--- config.mk ---
export PLATFORM = sky130hd
export DESIGN_NAME = countdown_timer
export DESIGN_NICKNAME = d
export VERILOG_FILES = /design/src/rtl/countdown_timer.sv
export SDC_FILE = /design/constraint.sdc
export NUM_CORES = 1
export LEC_CHECK = 0
export BUFFER_PORTS_ARGS = -buffer_cell sky130_fd_sc_hd__buf_2
export CAP_MARGIN = 25
export CORE_MARGIN = 3
export CORE_UTILIZATION = 50
export DETAILED_ROUTE_END_ITERATION = 10
export HOLD_SLACK_MARGIN = 0.02
export PLACE_DENSITY = 0.76
export SLEW_MARGIN = 10
export SYNTH_ARGS = -nofsm -noshare
export SYNTH_HDL_FRONTEND = slang
export SYNTH_SLANG_ARGS = --single-unit
--- constraint.sdc ---
create_clock -name clk -period 2.1 [get_ports clk]
set_input_delay 0.42 -clock clk [delete_from_list [all_inputs] [get_ports clk]]
set_output_delay 0.42 -clock clk [all_outputs]
set_load 0.005 [all_outputs]
--- src/rtl/countdown_timer.sv ---
// HH:MM:SS BCD countdown timer with internal one-second prescaler.
// Digit outputs keep the up-counter's order so the existing scan driver can show them unchanged.
module countdown_timer #(
  parameter int CLK_PER_SEC = 100000000
) (
  input  logic       clk,
  input  logic       rst_n,
  input  logic       load,
  input  logic [3:0] ld_h1,
  input  logic [3:0] ld_h0,
  input  logic [3:0] ld_m1,
  input  logic [3:0] ld_m0,
  input  logic [3:0] ld_s1,
  input  logic [3:0] ld_s0,
  input  logic       start,
  input  logic       pause,
  input  logic       clear,
  output logic [3:0] out_h1,
  output logic [3:0] out_h0,
  output logic [3:0] out_m1,
  output logic [3:0] out_m0,
  output logic [3:0] out_s1,
  output logic [3:0] out_s0,
  output logic       running,
  output logic       done,
  output logic       alarm
);

  localparam int PW = (CLK_PER_SEC > 2) ? $clog2(CLK_PER_SEC) : 1;
  localparam logic [PW-1:0] PRESC_MAX = PW'(CLK_PER_SEC - 1);

  typedef enum logic [1:0] {S_IDLE, S_RUN, S_PAUSE, S_DONE} state_t;

  state_t        r_state, w_state_nxt;
  logic [23:0]   r_val, w_val_nxt, w_val_dec, w_val_ld;
  logic [PW-1:0] r_presc, w_presc_nxt;
  logic          r_running, r_done, r_alarm;
  logic          w_running_nxt, w_done_nxt, w_alarm_nxt;
  logic          w_load_ok, w_tick, w_nonzero, w_expire;

  function automatic logic [3:0] f_clamp(input logic [3:0] d, input logic [3:0] lim);
    return (d > lim) ? lim : d;
  endfunction

  // Digit i (0 = s0 .. 5 = h1); odd digits below hours are tens of min/sec and wrap to 5.
  function automatic logic [23:0] f_bcd_dec(input logic [23:0] v);
    logic [23:0] r;
    logic        borrow;
    r      = v;
    borrow = 1'b1;
    for (int i = 0; i < 6; i++) begin
      if (borrow) begin
        if (v[i*4 +: 4] == 4'd0) begin
          r[i*4 +: 4] = ((i % 2 == 1) && (i < 5)) ? 4'd5 : 4'd9;
        end else begin
          r[i*4 +: 4] = v[i*4 +: 4] - 4'd1;
          borrow      = 1'b0;
        end
      end
    end
    return r;
  endfunction

  assign w_nonzero = |r_val;
  assign w_load_ok = load && (r_state != S_RUN);
  assign w_tick    = !clear && (r_state == S_RUN) && !pause && (r_presc == PRESC_MAX);
  assign w_val_dec = f_bcd_dec(r_val);
  assign w_expire  = w_tick && (w_val_dec == 24'd0);
  assign w_val_ld  = {f_clamp(ld_h1, 4'd9), f_clamp(ld_h0, 4'd9),
                      f_clamp(ld_m1, 4'd5), f_clamp(ld_m0, 4'd9),
                      f_clamp(ld_s1, 4'd5), f_clamp(ld_s0, 4'd9)};

  // State register
  always_ff @(posedge clk) begin
    if (!rst_n) r_state <= S_IDLE;
    else        r_state <= w_state_nxt;
  end

  // Next-state logic: clear > load > start/pause > tick
  always_comb begin
    w_state_nxt = r_state;
    if (clear) begin
      w_state_nxt = S_IDLE;
    end else if (w_load_ok) begin
      w_state_nxt = (r_state == S_PAUSE) ? S_PAUSE : S_IDLE;
    end else begin
      case (r_state)
        S_IDLE:  if (start && w_nonzero) w_state_nxt = S_RUN;
        S_PAUSE: if (start && w_nonzero) w_state_nxt = S_RUN;
        S_RUN: begin
          if (pause)         w_state_nxt = S_PAUSE;
          else if (w_expire) w_state_nxt = S_DONE;
        end
        default: w_state_nxt = r_state;
      endcase
    end
  end

  // Output / datapath next values; pause freezes the prescaler so a resume finishes the partial second
  always_comb begin
    w_val_nxt     = r_val;
    w_presc_nxt   = r_presc;
    w_alarm_nxt   = r_alarm;
    w_done_nxt    = w_expire;
    w_running_nxt = (w_state_nxt == S_RUN);
    if (clear) begin
      w_val_nxt   = 24'd0;
      w_presc_nxt = '0;
      w_alarm_nxt = 1'b0;
    end else if (w_load_ok) begin
      w_val_nxt   = w_val_ld;
      w_presc_nxt = '0;
      w_alarm_nxt = 1'b0;
    end else if ((r_state == S_RUN) && !pause) begin
      if (w_tick) begin
        w_val_nxt   = w_val_dec;
        w_presc_nxt = '0;
        if (w_expire) w_alarm_nxt = 1'b1;
      end else begin
        w_presc_nxt = r_presc + 1'b1;
      end
    end
  end

  always_ff @(posedge clk) begin
    if (!rst_n) begin
      r_val     <= 24'd0;
      r_presc   <= '0;
      r_running <= 1'b0;
      r_done    <= 1'b0;
      r_alarm   <= 1'b0;
    end else begin
      r_val     <= w_val_nxt;
      r_presc   <= w_presc_nxt;
      r_running <= w_running_nxt;
      r_done    <= w_done_nxt;
      r_alarm   <= w_alarm_nxt;
    end
  end

  assign out_h1  = r_val[23:20];
  assign out_h0  = r_val[19:16];
  assign out_m1  = r_val[15:12];
  assign out_m0  = r_val[11:8];
  assign out_s1  = r_val[7:4];
  assign out_s0  = r_val[3:0];
  assign running = r_running;
  assign done    = r_done;
  assign alarm   = r_alarm;

endmodule

==> results of run 1 <==
-- routing by layer --
layer	global-route usage	part of all wire
met1	0.301	0.40
met2	0.427	0.51
met3	0.0380	0.060
met4	0.0565	0.027
met5	0	0
-- stage by stage --
step	setup WS [ns]	instance area [um^2]	std cells
2_1_floorplan	-0.0712	2990	358
3_3_place_gp	-0.229	3700	527
3_5_place_dp	-0.342	3700	527
4_1_cts	-0.0583	3910	540
5_1_grt	-0.268	4150	547
6_report	-0.175	4150	547
-- power by group through the flow --
stage,clock network [mW],registers (mW),logic (mW)
after floorplan,0,1.12,0.154
after global placement,0,1.12,0.277
after detailed placement,0,1.12,0.283
after CTS,0.600,1.10,0.289
after global routing,0.652,1.10,0.373
final,0.595,1.10,0.345
-- what timing repair did --
item,4_1_cts,5_1_grt
gates cloned,0,1
endpoints found under the setup margin,21,37
resized for setup,16,32
pin swaps,9,22
setup buffers,5,7
-- tightest hold or removal path, stage by stage --
cell,delay (ns)
buf_2,0.09
nand2_1,0.04
o21ai_1,0.06
-- layout make-up --
class | instances | share of cell area
timing repair buffer | 123 | 0.200
multi-input combinational | 281 | 0.478
clock inverter | 3 | 0.00453
inverter | 7 | 0.00634
sequential | 56 | 0.273
clock buffer | 5 | 0.0166
tap | 72 | 0.0217
-- synth_stat cells, types with 4 or more instances --
library cell / n / area, um^2
and4_1: 4 / 35.0
and3_1: 8 / 50.1
o21ai_0: 12 / 60.1
a21oi_1: 14 / 70.1
nor2_1: 56 / 210
dfxtp_1: 56 / 1120
mux2i_1: 4 / 40.0
o21a_1: 5 / 37.5
xor2_1: 21 / 184
nor4_1: 11 / 68.8
or4_1: 4 / 30.0
and2_1: 4 / 25.0
nand4_1: 12 / 75.1
nand2_1: 27 / 101
or2_2: 5 / 31.3
o31ai_1: 6 / 45.0
clkbuf_1: 9 / 33.8
xnor2_1: 16 / 140
nand3_1: 17 / 85.1
a211oi_1: 6 / 45.0
inv_1: 7 / 26.3
nor3_1: 18 / 90.1
-- sequential cells by signal, indices dropped and copies added, names as in the netlist --
| register | count |
|---|---|
| r_presc | 27 |
| r_val | 24 |
| r_state | 2 |
| alarm | 1 |
| done | 1 |
| running | 1 |
-- layout by cell type (no fill, tap or decap), types with 3 or more instances in the layout --
cell type / count
inv_1: 7
nor4_1: 3
nor3_4: 4
and2_1: 4
o21ai_0: 7
nor4_2: 3
a21oi_1: 14
buf_4: 61
nor2_1: 56
and4_1: 4
nor2b_1: 3
xnor2_1: 16
nor3_1: 10
nand2_1: 26
o31ai_1: 6
dfxtp_2: 5
xor2_1: 21
nor3_2: 5
clkbuf_8: 5
nor4_4: 6
a211oi_1: 5
and3_1: 7
dfxtp_1: 50
o21ai_1: 3
buf_6: 4
nand4_1: 12
or2_2: 5
buf_2: 56
o21a_1: 5
nand3_1: 16
mux2i_1: 4
-- kinds of logic (layout without fill, tap and decap cells) --
family                     count (synthesis)  after routing
muxes                                      4              4
xor gates and xnor gates                  37             37
AOI/OAI and AO/OA                         57             57
DFF                                       56             56
and+or+nand+nor                          182            182
buffers and inverters                     21            138
adders and majority gates                  1              1
-- final timing paths --
check	endpoint	cells after the start
max	r_val[12]$_SDFFE_PP0P_	7
min	r_val[18]$_SDFFE_PP0P_	3
max reg2reg	r_val[12]$_SDFFE_PP0P_	7
min reg2reg	r_val[7]$_SDFFE_PP0P_	2
==> run_results.csv, run 1 <==
group,metric,value,unit
pwr,leakage,1.67,nW
logic_synthesis,synth_fa_ha_area_frac,0.00431,
logic_synthesis,synth-xor-area-share,0.112,
layout,utilization,0.744,
worst_setup_path,end_kind,"flop",
die,design.die.area,6750,um^2
sta,finClkSkew,0.00951,ns
pwr,clkPwrFrac,0.292,
die,die_h,82.2,um
worst_setup_path,cp_num_buf_inv,1,
grt,grt_pass1_wl,12700,um
grt,grt_usage,0.239,
worst_setup_path,critPathTopFamily,"simple AND/OR/NAND/NOR gates",
min_path,min_from,"ld_h0[2]",
pwr,seq_power_share,0.539,
die,die_x,82.2,um
route,wl_per_cell,16.3,um
route,viasPerCell,5.79,
die,core,5570,um^2
clock_tree,clock_latency,0.31,ns
logic_synthesis,yosysUniqueCellTypes,45,
logic_synthesis,synth_area,2900,um^2
pwr,p_int,1.45,mW
run,drv_cap,0,
worst_setup_path,critPathMaxStageDelay,0.58,ns
sta,worst_slew_pin_slew,0.539,ns
worst_setup_path,cp.arrival,2.51,ns
logic_synthesis,muxShareOfSynthArea,0.0138,
die,io_pins,57,
pwr,power_frac_comb,0.169,
place,dp_hpwl,5890,um
logic_synthesis,ys_seq_area_frac,0.387,
sta,slew-limit-headroom,0.641,
clock_tree,cts.clk_slew.worst_paths,0.10,ns
clock_tree,cts.sinks,56,
layout,finalNetCount,505,
layout,multi_input_area,1980,um^2
logic_synthesis,synth_compound_area_frac,0.132,
sta,hold_viol,0,
clock_tree,cts_made_buffers,5,
worst_setup_path,r2r_slack,-0.18,ns
sta,rsz0062_at_grt,"true",
clock_tree,cts_buffer_depth,2,
worst_setup_path,crit_chain,"nor4b_4, nand4_1, or4_4, buf_6, nor4_4, xnor2_1, a211oi_1",
status,status,"finished, violations left",
pwr,fin_total_pwr,2.04,mW
clock_tree,root_buffer,"clkbuf_8",
sta,layout_setup_ws,-0.175,ns
pwr,switching_share,0.290,
logic_synthesis,synth_top_family_by_area,"simple AND/OR/NAND/NOR gates",
worst_setup_path,startpoint,"r_presc[8]$_SDFFE_PP0P_",
pwr,ir_worst_vdd,0.340,mV
sta,whs,0.334,ns
logic_synthesis,synth-edff-count,0,
worst_setup_path,critical_path.max_fanout,8,
die,rows,27,
grt,grt_max_degree,26,
layout,diodes,0,
logic_synthesis,synth-warning-count,0,
logic_synthesis,synth-simple-area-share,0.323,
logic_synthesis,ys_ff_latch,56,
status,violations,"setup timing",
route,drc,0,
logic_synthesis,syn_avg_cell_area,8.10,um^2
route,drtAntennaViolNets,0,
logic_synthesis,synthArstFlopShare,0,
clock_tree,htreeDepth,2,
sta,finalSetupTns,-1.32,ns
grt,antenna_found_initial,0,
logic_synthesis,mappedNetlistNets,389,
route,totalWireLength,8910,um
worst_setup_path,timing.rr.start,"r_presc[8]$_SDFFE_PP0P_",
pwr,p_per_area,492,nW/um^2
sta,setup_viol,16,
pwr,power.switching,0.592,mW
layout,fill_cells,426,
route,drt_pass1_iterations,5,
die,initial_utilization,0.520,
place,portBuffers,56,
logic_synthesis,synthFlopType,"dfxtp_1",
grt,grt_overflow,0,
clock_tree,tritoncts,"done",
grt,first_global_vias,2765,
clock_tree,ctsHoldBuffers,0,
route,drt-initial-drc-count,229,
place,gp_congestion,0.874,
layout,drive_gt1_frac,0.375,
sta,period_share,1.08,
route,num_vias,3167,
worst_setup_path,startpoint_type,"flop",
worst_setup_path,worstSetupPathType,"reg -> reg",
logic_synthesis,netlist_instances,358,
sta,slew_viol_final,0,
layout,syn_to_final_growth,43.0,%
worst_setup_path,slowest_stage,"or4_4",
worst_setup_path,worstPathRequired,2.33,ns
sta,finalCriticalPeriod,2.28,ns
min_path,hold_path.class,"in -> reg",
sta,fmax,440,MHz
layout,seqCellArea,1130,um^2
No activity file was read; power rests on OpenSTA's default activity.
==> run 2, diff against run 1 <==
Settings changed: CORE_UTILIZATION 50 to 59, PLACE_DENSITY 0.76 to 0.85.
Clock period 2.1 ns to 2.8 ns, I/O delays scaled along.
==> run 2 against run 1 <==
Critical endpoint is now r_val[22]$_SDFFE_PP0P_. Largest power group unchanged. The flow now finishes without violations. Hold slack improved by 0.12 ns. Wire length decreased by 19%. Critical path type unchanged. Register-to-register slack improved by 0.51 ns. Via count decreased by 10%. Final area decreased by 18%.
==> run_results.csv, run 2 (synthesized netlist as in run 1, its figures left out) <==
group,metric,value,unit
status,status,"finished clean",
clock_tree,root_buffer,"clkbuf_8",
clock_tree,cts_buffer_depth,2,
grt,grt_usage,0.249,
worst_setup_path,end_kind,"flop",
route,wl_per_cell,14.9,um
grt,antenna_found_initial,0,
die,die_x,76.1,um
grt,grt_pass1_wl,12000,um
worst_setup_path,cp_num_buf_inv,0,
clock_tree,clock_latency,0.31,ns
clock_tree,cts.clk_slew.worst_paths,0.10,ns
sta,finalSetupTns,0,ns
layout,final_cell_mix,"56 x nor2_1, 56 x dfxtp_1, 56 x buf_2",
route,viasPerCell,5.88,
place,place_ws,0.203,ns
die,die_h,76.1,um
sta,period_share,0.881,
worst_setup_path,cp.arrival,2.68,ns
sta,layout_setup_ws,0.334,ns
layout,diodes,0,
place,postPlaceCellArea,3290,um^2
sta,fmax,405,MHz
die,rows,24,
sta,rsz0062_at_grt,"false",
place,dp_hpwl,5170,um
clock_tree,cts_made_buffers,5,
worst_setup_path,critPathMaxStageDelay,0.72,ns
layout,regMostFlops,"r_presc",
clock_tree,postCtsSetupRepairBufs,0,
die,design.die.area,5790,um^2
route,totalWireLength,7200,um
route,drc,0,
sta,hold_viol,0,
sta,worst_slew_pin_slew,0.751,ns
worst_setup_path,worstPathRequired,3.01,ns
min_path,hold_path.class,"in -> reg",
worst_setup_path,r2r_slack,0.33,ns
route,drtAntennaViolNets,0,
sta,finClkSkew,0.00478,ns
route,drt-initial-drc-count,188,
layout,utilization,0.750,
layout,fill_cells,338,
grt,first_global_vias,2672,
pwr,leakage,1.30,nW
sta,setup_viol,0,
pwr,ir_worst_vdd,0.310,mV
sta,slew_viol_final,0,
layout,syn_to_final_growth,17.2,%
layout,multi_input_area,1700,um^2
clock_tree,ctsHoldBuffers,0,
grt,grt_max_degree,26,
route,num_vias,2844,
layout,largest_reg_flops,27,
layout,top_regs,"r_presc: 27 flops, r_val: 24 flops, r_state: 2 flops",
layout,final_area,3400,um^2
layout,drive_gt1_frac,0.203,
layout,finalNetCount,449,
place,gp_congestion,0.861,
run,drv_cap,0,
clock_tree,htreeDepth,2,
sta,finalCriticalPeriod,2.47,ns
worst_setup_path,critical_path.max_fanout,8,
worst_setup_path,startpoint_type,"flop",
die,initial_utilization,0.640,
die,io_pins,57,
clock_tree,cts_resized,0,
clock_tree,tritoncts,"done",
sta,slew-limit-headroom,0.498,
pwr,p_per_area,454,nW/um^2
worst_setup_path,crit_chain,"ha_1, and3_1, nand3_2, or4_1, or4_1, nand3_1, nand3_1",
layout,seqCellArea,1120,um^2
worst_setup_path,slowest_stage,"or4_1",
route,drt_pass1_iterations,4,
die,core,4530,um^2
sta,whs,0.456,ns
worst_setup_path,worstSetupPathType,"reg -> reg",
grt,grt_overflow,0,
clock_tree,cts.sinks,56,
worst_setup_path,critPathTopFamily,"simple AND/OR/NAND/NOR gates",
place,portBuffers,56,
-- run 2: cell type report --
type / count / share of cell area
sequential: 56 / 0.330
inverter: 7 / 0.00773
multi-input combinational: 281 / 0.499
clock buffer: 5 / 0.0202
clock inverter: 3 / 0.0125
timing repair buffer: 67 / 0.107
tap: 65 / 0.0239
-- run 2: through the flow --
step                      power [mW]  instances
after detailed placement        1.03        476
after CTS                       1.55        484
after global placement          1.02        476
after global routing            1.60        484
after floorplan                0.953        358
final                           1.54        484
-- run 2: final timing paths --
| kind | cells past startpoint | endpoint | from |
|---|---|---|---|
| max | 7 | r_val[22]$_SDFFE_PP0P_ | r_presc[0]$_SDFFE_PP0P_ |
| min | 3 | r_val[18]$_SDFFE_PP0P_ | ld_h0[2] |
| max reg2reg | 7 | r_val[22]$_SDFFE_PP0P_ | r_presc[0]$_SDFFE_PP0P_ |
| min reg2reg | 2 | r_val[7]$_SDFFE_PP0P_ | r_val[7]$_SDFFE_PP0P_ |
-- run 2: tightest hold or removal path: cells and delay by family --
family	cells	cell delay [ns]
buffers and inverters	1	0.09
AO/OA/AOI/OAI	1	0.05
AND/OR/NAND/NOR	1	0.04
-- run 2: layer usage --
layer,up-vias,share of wire,GRT usage
li1,1408,-,-
met1,1305,0.42,0.298
met2,115,0.48,0.440
met3,16,0.079,0.0567
met4,0,0.021,0.0815
met5,-,0,0
-- run 2: power by group --
| group | internal, mW | switching, mW |
|---|---|---|
| Clock | 0.265 | 0.268 |
| Sequential | 0.809 | 0.0194 |
| Combinational | 0.0751 | 0.108 |
| Total | 1.15 | 0.396 |
==> run 3, diff against run 2 <==
--- a/config.mk
+++ b/config.mk
@@ -9,3 +9,2 @@
 export CAP_MARGIN = 25
-export CORE_MARGIN = 3
 export CORE_UTILIZATION = 59
==> constraint.sdc (replaced) <==
create_clock -name clk -period 2.8 [get_ports clk]
set_input_delay 0.42 -clock clk [delete_from_list [all_inputs] [get_ports clk]]
set_output_delay 0.42 -clock clk [all_outputs]
set_load 0.005 [all_outputs]
==> run 3 against run 2 <==
Critical path depth is 1 higher. Via count down 0.67%. Wire length shrank 2.0%. Setup slack got worse by 0.094 ns. Highest routed layer unchanged. Sequential power barely moved. Global-route usage is 4.3 points higher. Die area down 10%. Clock skew rose by 0.0064 ns. Non-clock buffer count unchanged.
==> run_results.csv, run 3 (synthesized netlist as in run 1, its figures left out) <==
group,metric,value,unit
status,status,"finished clean",
grt,grt_overflow,0,
worst_setup_path,rr_worst_depth,8,
place,dp_hpwl,5260,um
route,totalWireLength,7050,um
die,rows,25,
place,postPlaceCellArea,3290,um^2
pwr,leakage,1.31,nW
clock_tree,cts.sinks,56,
clock_tree,cts_resized,0,
worst_setup_path,startpoint,"r_presc[0]$_SDFFE_PP0P_",
pwr,ir_worst_vdd,0.332,mV
layout,largest_reg_flops,27,
worst_setup_path,r2r_slack,0.24,ns
route,drc,0,
sta,slew-limit-headroom,0.658,
clock_tree,clock_latency,0.31,ns
layout,layoutNonFillerInstCount,486,
route,drtAntennaViolNets,0,
die,core,4720,um^2
worst_setup_path,cp.arrival,2.80,ns
clock_tree,tritoncts,"done",
sta,period_share,0.914,
grt,grt_max_degree,26,
die,io_pins,57,
die,initial_utilization,0.614,
grt,grt_usage,0.291,
layout,top_regs,"r_presc: 27 flops, r_val: 24 flops, r_state: 2 flops",
pwr,p_per_area,461,nW/um^2
place,portBuffers,56,
worst_setup_path,worstPathRequired,3.04,ns
worst_setup_path,end_kind,"flop",
sta,finalCriticalPeriod,2.56,ns
clock_tree,root_buffer,"clkbuf_8",
route,drt_pass1_iterations,5,
pwr,power.switching,0.396,mW
clock_tree,htreeDepth,2,
die,die_h,72.1,um
worst_setup_path,worstSetupPathType,"reg -> reg",
layout,fill_cells,402,
run,drv_cap,0,
layout,final_area,3410,um^2
sta,layout_setup_ws,0.240,ns
place,dp_cells,478,
layout,finalNetCount,449,
die,design.die.area,5200,um^2
sta,rsz0062_at_grt,"false",
die,die_x,72.1,um
clock_tree,postCtsSetupRepairBufs,0,
route,viasPerCell,5.81,
sta,finClkSkew,0.0112,ns
layout,regMostFlops,"r_presc",
route,drt-initial-drc-count,97,
layout,final_cell_mix,"56 x nor2_1, 56 x dfxtp_1, 56 x buf_2",
min_path,hold_path.class,"in -> reg",
grt,grt_pass1_wl,11800,um
grt,first_global_vias,2670,
pwr,clkPwrFrac,0.356,
worst_setup_path,timing.rr.start,"r_presc[0]$_SDFFE_PP0P_",
pwr,p_int,1.18,mW
place,place_ws,0.265,ns
route,num_vias,2825,
sta,hold_viol,0,
sta,slew_viol_final,0,
route,wl_per_cell,14.5,um
pwr,switching_share,0.252,
worst_setup_path,r2r_end,"r_val[1]$_SDFFE_PP0P_",
grt,antenna_found_initial,0,
clock_tree,cts_made_buffers,5,
pwr,seq_power_share,0.526,
worst_setup_path,crit_path_end,"r_val[1]$_SDFFE_PP0P_",
place,gp_congestion,0.837,
pwr,fin_total_pwr,1.57,mW
layout,diodes,0,
sta,worst_slew_pin_slew,0.501,ns
worst_setup_path,startpoint_type,"flop",
layout,syn_to_final_growth,17.6,%
pwr,power_frac_comb,0.118,
clock_tree,cts.clk_slew.worst_paths,0.10,ns
worst_setup_path,critical_path.max_fanout,17,
layout,drive_gt1_frac,0.203,
sta,setup_viol,0,
sta,fmax,391,MHz
clock_tree,cts_buffer_depth,2,
sta,finalSetupTns,0,ns
clock_tree,ctsHoldBuffers,0,
[run 3: cell types whose count changed in the layout (fill, tap and decap cells not counted), sizes merged]
| cell | delta |
|---|---|
| clkinvlp | -1 |
| clkbuf | +1 |
[run 3: worst max-delay path, cell delays in order (launching register included)]
cell	delay, ns
dfxtp_1	0.39
ha_1	0.17
and3_1	0.24
nand3_2	0.14
or4_1	0.53
buf_4	0.21
or4_1	0.46
and3_1	0.20
nor3_2	0.14
[run 3: how the worst min path moves through the flow]
stage	startpoint	to	slack (ns)	depth (start not counted)
floorplan	r_presc[1]$_SDFFE_PP0P_	r_presc[1]$_SDFFE_PP0P_	0.45	2
global route	ld_h0[2]	r_val[18]$_SDFFE_PP0P_	0.31	3
finish	ld_h0[2]	r_val[18]$_SDFFE_PP0P_	0.33	3
detailed placement	r_val[7]$_SDFFE_PP0P_	r_val[7]$_SDFFE_PP0P_	0.46	2
global placement	r_val[7]$_SDFFE_PP0P_	r_val[7]$_SDFFE_PP0P_	0.45	2
CTS	ld_h0[2]	r_val[18]$_SDFFE_PP0P_	0.32	3
[run 3: stage by stage]
| stage | util | hold WS [ns] |
|---|---|---|
| 4_1_cts | 0.722 | 0.320 |
| 3_5_place_dp | 0.697 | 0.460 |
| 5_1_grt | 0.722 | 0.314 |
| 6_report | 0.722 | 0.332 |
| 3_3_place_gp | 0.697 | 0.454 |
| 2_1_floorplan | - | 0.449 |
[run 3: layout make-up]
cell class	instances	area, um^2	share of cell area
Sequential cell	56	1120	0.329
Clock buffer	6	82.6	0.0242
Multi-Input combinational cell	281	1700	0.497
Inverter	7	26.3	0.00770
Clock inverter	2	38.8	0.0114
Tap cell	67	83.8	0.0246
Timing Repair Buffer	67	363	0.106
[run 3: layer usage]
metal  global-route usage  share of wire  wire length (um)
met4                0.109          0.020               140
met2                0.520           0.49              3470
met1                0.344           0.43              3000
met5                    0              0                 0
met3               0.0583          0.063               441
[run 3: power by group through the flow]
stage	Combinational (mW)	Clock [mW]	Sequential, mW
2_1_floorplan	0.110	0	0.843
4_1_cts	0.184	0.569	0.828
3_5_place_dp	0.182	0	0.846
6_report	0.186	0.560	0.828
5_1_grt	0.205	0.611	0.831
3_3_place_gp	0.177	0	0.845
